`src/rtl/xbus_pkg.sv`:
```
// Shared xbus definitions: slave count, master FSM states, address map and timeout default.
package xbus_pkg;

  localparam int NSLAVES      = 4;
  localparam int XBUS_TIMEOUT = 255;
  localparam int CNT_W        = 8;

  typedef enum logic [1:0] {
    IDLE = 2'd0,
    BUS  = 2'd1,
    RESP = 2'd2
  } xbus_mst_state_t;

  // Decoder selects slave i when (addr & SLV_MASK) == SLV<i>_BASE.
  localparam logic [31:0] SLV_MASK  = 32'hF000_0000;
  localparam logic [31:0] SLV0_BASE = 32'h0000_0000;
  localparam logic [31:0] SLV1_BASE = 32'h8000_0000;
  localparam logic [31:0] SLV2_BASE = 32'h9000_0000;
  localparam logic [31:0] SLV3_BASE = 32'hA000_0000;

endpackage

```
`src/rtl/xbus_resp_mux.sv`:
```
// Combinational response mux: lowest-index chip select wins, its ack and rdata are forwarded.
module xbus_resp_mux
  import xbus_pkg::*;
#(
  parameter int NSLAVES = xbus_pkg::NSLAVES
) (
  input  logic [NSLAVES-1:0]    cs,
  input  logic [NSLAVES-1:0]    ack,
  input  logic [32*NSLAVES-1:0] rdata,
  output logic                  sel_ack,
  output logic [31:0]           sel_rdata,
  output logic                  none_sel
);

  logic [NSLAVES-1:0] sel_oh;

  always_comb begin
    sel_oh = '0;
    // Walk downward so the lowest set bit is the last one written.
    for (int i = NSLAVES - 1; i >= 0; i--) begin
      if (cs[i]) begin
        sel_oh    = '0;
        sel_oh[i] = 1'b1;
      end
    end
  end

  always_comb begin
    sel_ack   = 1'b0;
    sel_rdata = '0;
    none_sel  = (cs == '0);
    for (int i = 0; i < NSLAVES; i++) begin
      if (sel_oh[i]) begin
        sel_ack   = ack[i];
        sel_rdata = rdata[32*i +: 32];
      end
    end
  end

endmodule

```
`src/rtl/xbus_master.sv`:
```
// Single-outstanding xbus initiator: IDLE -> BUS (wait for selected ack / unmapped / timeout) -> RESP.
// Zero-wait access completes in 3 cycles; all outputs registered; cpu_req only sampled in IDLE.
module xbus_master
  import xbus_pkg::*;
#(
  parameter int NSLAVES = xbus_pkg::NSLAVES,
  parameter int TIMEOUT = XBUS_TIMEOUT
) (
  input  logic                  clk,
  input  logic                  rst_n,
  input  logic                  cpu_req,
  input  logic                  cpu_we,
  input  logic [31:0]           cpu_addr,
  input  logic [31:0]           cpu_wdata,
  input  logic [3:0]            cpu_be,
  output logic                  cpu_busy,
  output logic                  cpu_done,
  output logic                  cpu_err,
  output logic [31:0]           cpu_rdata,
  output logic                  xbus_as,
  output logic [31:0]           xbus_addr,
  output logic                  xbus_we,
  output logic [31:0]           xbus_wdata,
  output logic [3:0]            xbus_be,
  input  logic [NSLAVES-1:0]    xbus_cs,
  input  logic [NSLAVES-1:0]    xbus_ack,
  input  logic [32*NSLAVES-1:0] xbus_rdata
);

  localparam logic [CNT_W-1:0] TMO_LAST = CNT_W'(TIMEOUT - 1);

  xbus_mst_state_t  state_q, state_d;
  logic [CNT_W-1:0] cnt_q, cnt_d;
  logic [31:0]      addr_q, addr_d, wdata_q, wdata_d, rdata_q, rdata_d;
  logic [3:0]       be_q, be_d;
  logic             we_q, we_d, as_q, as_d, busy_q, busy_d, done_q, done_d, err_q, err_d;

  logic        sel_ack, none_sel;
  logic [31:0] sel_rdata;

  xbus_resp_mux #(.NSLAVES(NSLAVES)) u_resp_mux (
    .cs        (xbus_cs),
    .ack       (xbus_ack),
    .rdata     (xbus_rdata),
    .sel_ack   (sel_ack),
    .sel_rdata (sel_rdata),
    .none_sel  (none_sel)
  );

  always_ff @(posedge clk or negedge rst_n) begin
    if (!rst_n) state_q <= IDLE;
    else        state_q <= state_d;
  end

  always_comb begin
    state_d = state_q;
    case (state_q)
      IDLE:    if (cpu_req) state_d = BUS;
      BUS:     if (none_sel || sel_ack || cnt_q == TMO_LAST) state_d = RESP;
      RESP:    state_d = IDLE;
      default: state_d = IDLE;
    endcase
  end

  // Next values for the registered outputs and datapath; ack takes priority over timeout.
  always_comb begin
    cnt_d   = cnt_q;
    addr_d  = addr_q;
    we_d    = we_q;
    wdata_d = wdata_q;
    be_d    = be_q;
    rdata_d = rdata_q;
    err_d   = err_q;
    case (state_q)
      IDLE: begin
        cnt_d = '0;
        if (cpu_req) begin
          addr_d  = cpu_addr;
          we_d    = cpu_we;
          wdata_d = cpu_wdata;
          be_d    = cpu_be;
        end
      end
      BUS: begin
        if (none_sel) begin
          err_d   = 1'b1;
          rdata_d = '0;
        end else if (sel_ack) begin
          err_d   = 1'b0;
          rdata_d = sel_rdata;
        end else if (cnt_q == TMO_LAST) begin
          err_d   = 1'b1;
          rdata_d = '0;
        end else begin
          cnt_d = cnt_q + CNT_W'(1);
        end
      end
      default: ;
    endcase
    as_d   = (state_d == BUS);
    busy_d = (state_d != IDLE);
    done_d = (state_d == RESP);
  end

  always_ff @(posedge clk or negedge rst_n) begin
    if (!rst_n) begin
      cnt_q   <= '0;
      addr_q  <= '0;
      we_q    <= 1'b0;
      wdata_q <= '0;
      be_q    <= '0;
      rdata_q <= '0;
      err_q   <= 1'b0;
      as_q    <= 1'b0;
      busy_q  <= 1'b0;
      done_q  <= 1'b0;
    end else begin
      cnt_q   <= cnt_d;
      addr_q  <= addr_d;
      we_q    <= we_d;
      wdata_q <= wdata_d;
      be_q    <= be_d;
      rdata_q <= rdata_d;
      err_q   <= err_d;
      as_q    <= as_d;
      busy_q  <= busy_d;
      done_q  <= done_d;
    end
  end

  assign cpu_busy   = busy_q;
  assign cpu_done   = done_q;
  assign cpu_err    = err_q;
  assign cpu_rdata  = rdata_q;
  assign xbus_as    = as_q;
  assign xbus_addr  = addr_q;
  assign xbus_we    = we_q;
  assign xbus_wdata = wdata_q;
  assign xbus_be    = be_q;

endmodule

```
`config.mk`:
```
export PLATFORM = sky130hd
export DESIGN_NAME = xbus_master
export DESIGN_NICKNAME = d
export VERILOG_FILES = /design/src/rtl/xbus_pkg.sv /design/src/rtl/xbus_resp_mux.sv /design/src/rtl/xbus_master.sv
export SDC_FILE = /design/constraint.sdc
export NUM_CORES = 1
export LEC_CHECK = 0
export BUFFER_PORTS_ARGS = -buffer_cell sky130_fd_sc_hd__buf_2
export CAP_MARGIN = 20
export CORE_MARGIN = 3
export CORE_UTILIZATION = 39
export CTS_CLUSTER_DIAMETER = 60
export DETAILED_ROUTE_END_ITERATION = 8
export PLACE_DENSITY = 0.73
export REMOVE_ABC_BUFFERS = 1
export SETUP_SLACK_MARGIN = 0.05
export SYNTH_ARGS = -nofsm -noshare
export SYNTH_HDL_FRONTEND = slang
export SYNTH_SLANG_ARGS = --single-unit
```
`constraint.sdc`:
```
create_clock -name clk -period 2 [get_ports clk]
set_input_delay 0 -clock clk [delete_from_list [all_inputs] [get_ports clk]]
set_output_delay 0 -clock clk [all_outputs]
set_load 0.02 [all_outputs]
```
# Yosys cells after proc, flatten, opt, wreduce, memory -nomap -nowiden
# Index checks and enable logic that the tools add are counted.
# word_totals
regBits,115
input_bits,208
out_inout_bits,105
wordCells,54
# classes
add_sub_neg,1
eq_ne,7
n_mux,25
n_reduce_logical,10
# op_table
op,count
32-bit 2-to-1 mux,7
8-bit 2-to-1 mux,3
4-bit 2-to-1 mux,4
8-bit case mux with 2 select lines,1
8-bit by 1-bit adder with 8-bit output (second input constant),1
8-bit == test (second input constant),1
1-bit 2-to-1 mux,7
2-bit inequality test (second input constant),3
2-bit by 1-bit == test with 1-bit output (second input constant),2
4-bit logical NOT,1
2-bit 2-to-1 mux,2
2-bit case mux with 2 select lines,1
2-bit AND reduction,2
4-bit AND reduction,1
2-bit nonzero test,2
3-bit nonzero test,1
2-bit == test (second input constant),1
2-bit logical NOT,1
1-bit logical OR,2

# Longest topological paths before layout
# depth
depth_word,13
depth_mapped,10
ltp_nobuf,8

# Cells and area by module
# From an unflattened synthesis, not the netlist that was laid out.
# hier_totals
cells_unflattened,451
hier_area_um2,5351.4
# by_module_without_submodules
module,n_inst,cells_per_inst,area_each_um2,seq_area_each_um2
xbus_master,1,295,4429.2,2877.8
xbus_resp_mux,1,156,922.1,0.0

# Worst setup path before layout
# OpenSTA, ideal clock, no wires.
# synth_path
path_type,register to register
start,reg cnt_q[0]
end,reg cnt_q[7]
setup_ns,0.087
arrival_time_ns,1.910
t_required_ns,1.913
setup_slack_ns,0.003
stages_incl_launch_ff,9
cell_sequence,dfrtp_1 > inv_1 > ha_1 > and3_1 > a22o_1 > or2_1 > buf_2 > or4_1 > o211ai_1
# synth_between
elab_chain_len,5
# synth_lines
item,line,text
start: declaration,xbus_master.sv:33,"logic [CNT_W-1:0] cnt_q, cnt_d;"
start signal: assignment,xbus_master.sv:118,cnt_q <= cnt_d;
8-bit by 1-bit adder with 8-bit output,xbus_master.sv:95,cnt_d = cnt_q + CNT_W'(1);
8-bit 2-to-1 mux,xbus_master.sv:91,end else if (cnt_q == TMO_LAST) begin
8-bit 2-to-1 mux,xbus_master.sv:88,end else if (sel_ack) begin
8-bit 2-to-1 mux,xbus_master.sv:85,if (none_sel) begin
8-bit case mux with 2 select lines,xbus_master.sv:74,case (state_q)
# Several ways; a longest one is shown, not always the timed one. The select of a mux whose other input is x is not followed.
# A chain may end at the register's enable or synchronous reset.

# Worst setup path in the final report
# layout_path
start,reg cnt_q[1]
end,reg cnt_q[5]
# Same word-level chain as after synthesis.

==> run summary <==
WL/cell = 19.2 um
CTS tree = done
total die area = 0.0146 mm^2
clock buffer depth = 2
Top FF cell, synth = dfrtp_1
Highest Clock Rate = 519 MHz
Max-cap violations = 0
P_leak = 0.00429 uW
nets = 1,076
# rows = 41
min Tclk post-route = 1.93 ns
antenna violations before repair = 1
first-pass GRT wire length = 30.6 mm
worst skew pair latency = 0.41 ns
Mapped Cells = 418
vias in the first global route = 5,839
Max-slew headroom = 57.5%
total global routing overflow = 0
warning count from the yosys run = 0
final setup margin = 0.0730 ns
drt pass-1 iters = 5
Data required, critical path = 2.32 ns
Vias/cell = 5.27
Setup Crit Path Kind = flop to flop
fraction of registers with async set/reset = 100%
Final Cell Area = 0.00902 mm^2
Die H = 121 um
sequential area share after synthesis = 55.9%
all-layer global routing usage = 27.2%
I/O pins = 313
DR vias = 5,545
# DRC = 0
ANT nets after route = 0
Fin. Hold Viols = 0
fin crit share = 96.3%
critical path capture point type = flop
Place WS = -0.0155 ns
Max rail drop VDD = 0.928 mV
Overall Power = 12,300 uW
RSZ-0062 raised after global routing = yes
status = complete, no violations
GPL Wtd Cong = 0.775
Final setup viols = 0
Power Density = 1360 mW/mm^2
Synth Area per Inst = 12.3 um^2
CTS Sinks = 115
cts bufs inserted = 17
Post-synth EDFFs = 0
CP Launch Type = flop
layout cell share with drive strength beyond 1 = 50.5%
I/O Buffers = 312
drt total wl = 20.2 mm
Cell Count, Final, Fillers Out = 1,052
largest net degree at the start of global routing = 72
slowest CP cell = or4_1
clk root buf = clkbuf_16
Crit Path Max Fanout = 5
H-Tree Depth = 4
Hold/Removal Path Class = input port to flop
Clock transition at path regs = 0.05 ns
Die Wd = 121 um
Slew Limit Fails = 0
Netlist cell types = 34
Least-Margin Pin Slew = 0.635 ns
crit path DAT = 2.25 ns
Core ar. = 0.0128 mm^2
Post-Place Cells = 881
area grow syn2layout = 75.1%
post-synthesis cell area = 0.00515 mm^2
cell chain of the critical path = ha_2 > and3_4 > a22o_1 > or2_4 > or4_1 > o211ai_1
worst stage delay on the critical path = 0.53 ns
Synth Register Bits = 115
DR iter-0 viols = 312
hpwl dp = 12.6 mm
Post-CTS Setup Inserts = 0
starting density of the core = 40.3%
clock skew = 0.00658 ns
Area after DPL = 0.00695 mm^2
-- critical path, delay by kind of cell (launching register included) --
family | cells | cell delay [ns]
fa+ha+maj | 1 | 0.18
flops | 1 | 0.38
simple gates | 3 | 0.95
compound gates | 2 | 0.33
-- worst paths after layout --
path | slack (ns) | cells after the start | from | end
setup / recovery | 0.07 | 6 | cnt_q[1] | cnt_q[5]
hold / removal | 0.07 | 4 | xbus_cs[3] | cpu_rdata[7]
setup reg to reg | 0.07 | 6 | cnt_q[1] | cnt_q[5]
hold reg to reg | 0.48 | 1 | cpu_rdata[18] | cpu_rdata[18]
max in group asynchronous | 0.84 | 3 | rst_n | xbus_wdata[15]
min in group asynchronous | 0.18 | 3 | rst_n | xbus_addr[31]
-- per-stage QoR --
stage / util [%] / hold WS, ns / TNS [ns]
3_5_place_dp: 54.4 / -0.124 / -0.0322
3_3_place_gp: 54.4 / -0.128 / 0
5_1_grt: 70.6 / 0.109 / 0
2_1_floorplan: - / -0.296 / -323.62
4_1_cts: 70.2 / 0.0483 / 0
6_report: 70.6 / 0.0673 / 0
-- routing by layer --
metal	track usage, %	routed length [um]	share of wire, %
met1	31.0	7590	38
met3	7.97	1700	8.4
met5	0	0	0
met4	11.8	555	2.7
met2	47.3	10400	51
-- power breakdown --
part	switching, uW	internal (uW)	total (uW)
clock	1150	2220	3370
combinational	2730	2110	4840
sequential	682	3380	4070
total	4560	7710	12300
-- area by class of cell --
cell class | instances | area [um^2]
diodes | 1 | 2.50
clock buffers | 17 | 425
clock inverters | 15 | 229
fillers | 851 | 3750
inverters | 5 | 18.8
multi-input cells | 260 | 2130
flip-flops and latches | 115 | 2880
well taps | 172 | 215
repair buffers | 467 | 3120
-- flip-flops by register name, indices dropped and copies added (netlist names) --
register / cells
xbus_addr: 32
cpu_busy: 1
cnt_q: 8
xbus_wdata: 32
cpu_err: 1
xbus_as: 1
state_q: 2
cpu_done: 1
xbus_we: 1
xbus_be: 4
cpu_rdata: 32
-- layout by cell type (no fill, tap or decap), types with 2 or more instances in the layout --
| cell type | count |
|---|---|
| bufinv_16 | 5 |
| o21bai_1 | 2 |
| nor2_1 | 35 |
| a21oi_1 | 5 |
| inv_2 | 2 |
| buf_4 | 16 |
| or4_1 | 4 |
| buf_2 | 311 |
| clkbuf_16 | 18 |
| clkinv_4 | 2 |
| buf_12 | 3 |
| dfrtp_1 | 115 |
| nand2b_1 | 3 |
| and2_1 | 2 |
| nand3b_1 | 2 |
| o2bb2ai_1 | 32 |
| o311ai_1 | 2 |
| a22oi_1 | 32 |
| a221oi_1 | 32 |
| inv_1 | 3 |
| or2_4 | 2 |
| clkinvlp_4 | 4 |
| nand3_1 | 6 |
| dlygate4sd3_1 | 136 |
| o211ai_1 | 5 |
| nand2_1 | 10 |
| mux2_2 | 69 |
| inv_6 | 3 |
-- cell usage after synthesis, drive strengths merged, types with 4 or more instances --
cell | count | area, um^2
nand2 | 10 | 37.5
a21oi | 5 | 25.0
mux2 | 69 | 777
nor2 | 35 | 131
a22oi | 32 | 240
clkbuf | 26 | 97.6
inv | 5 | 18.8
o211ai | 5 | 37.5
nand2b | 4 | 25.0
nand3 | 6 | 30.0
buf | 13 | 65.1
a221oi | 32 | 280
dfrtp | 115 | 2880
o2bb2ai | 32 | 280
or4 | 5 | 37.5
-- kinds of logic after synthesis --
family          share of synthesized area [%]
compound gates                           18.1
flops                                    55.9
simple gates                             6.90
mux                                      15.1
buf+inv                                  3.52
fa+ha+maj                               0.486
-- timing repair --
item | CTS | global route
endpoints found under the setup margin | 34 | 6
hold buffers | 136 | 0
cloned | 0 | 2
pin swaps | 0 | 6
gates resized for setup | 2 | 5
endpoints found under the hold margin | 217 | 0
Power figures use the tool's default switching activity.
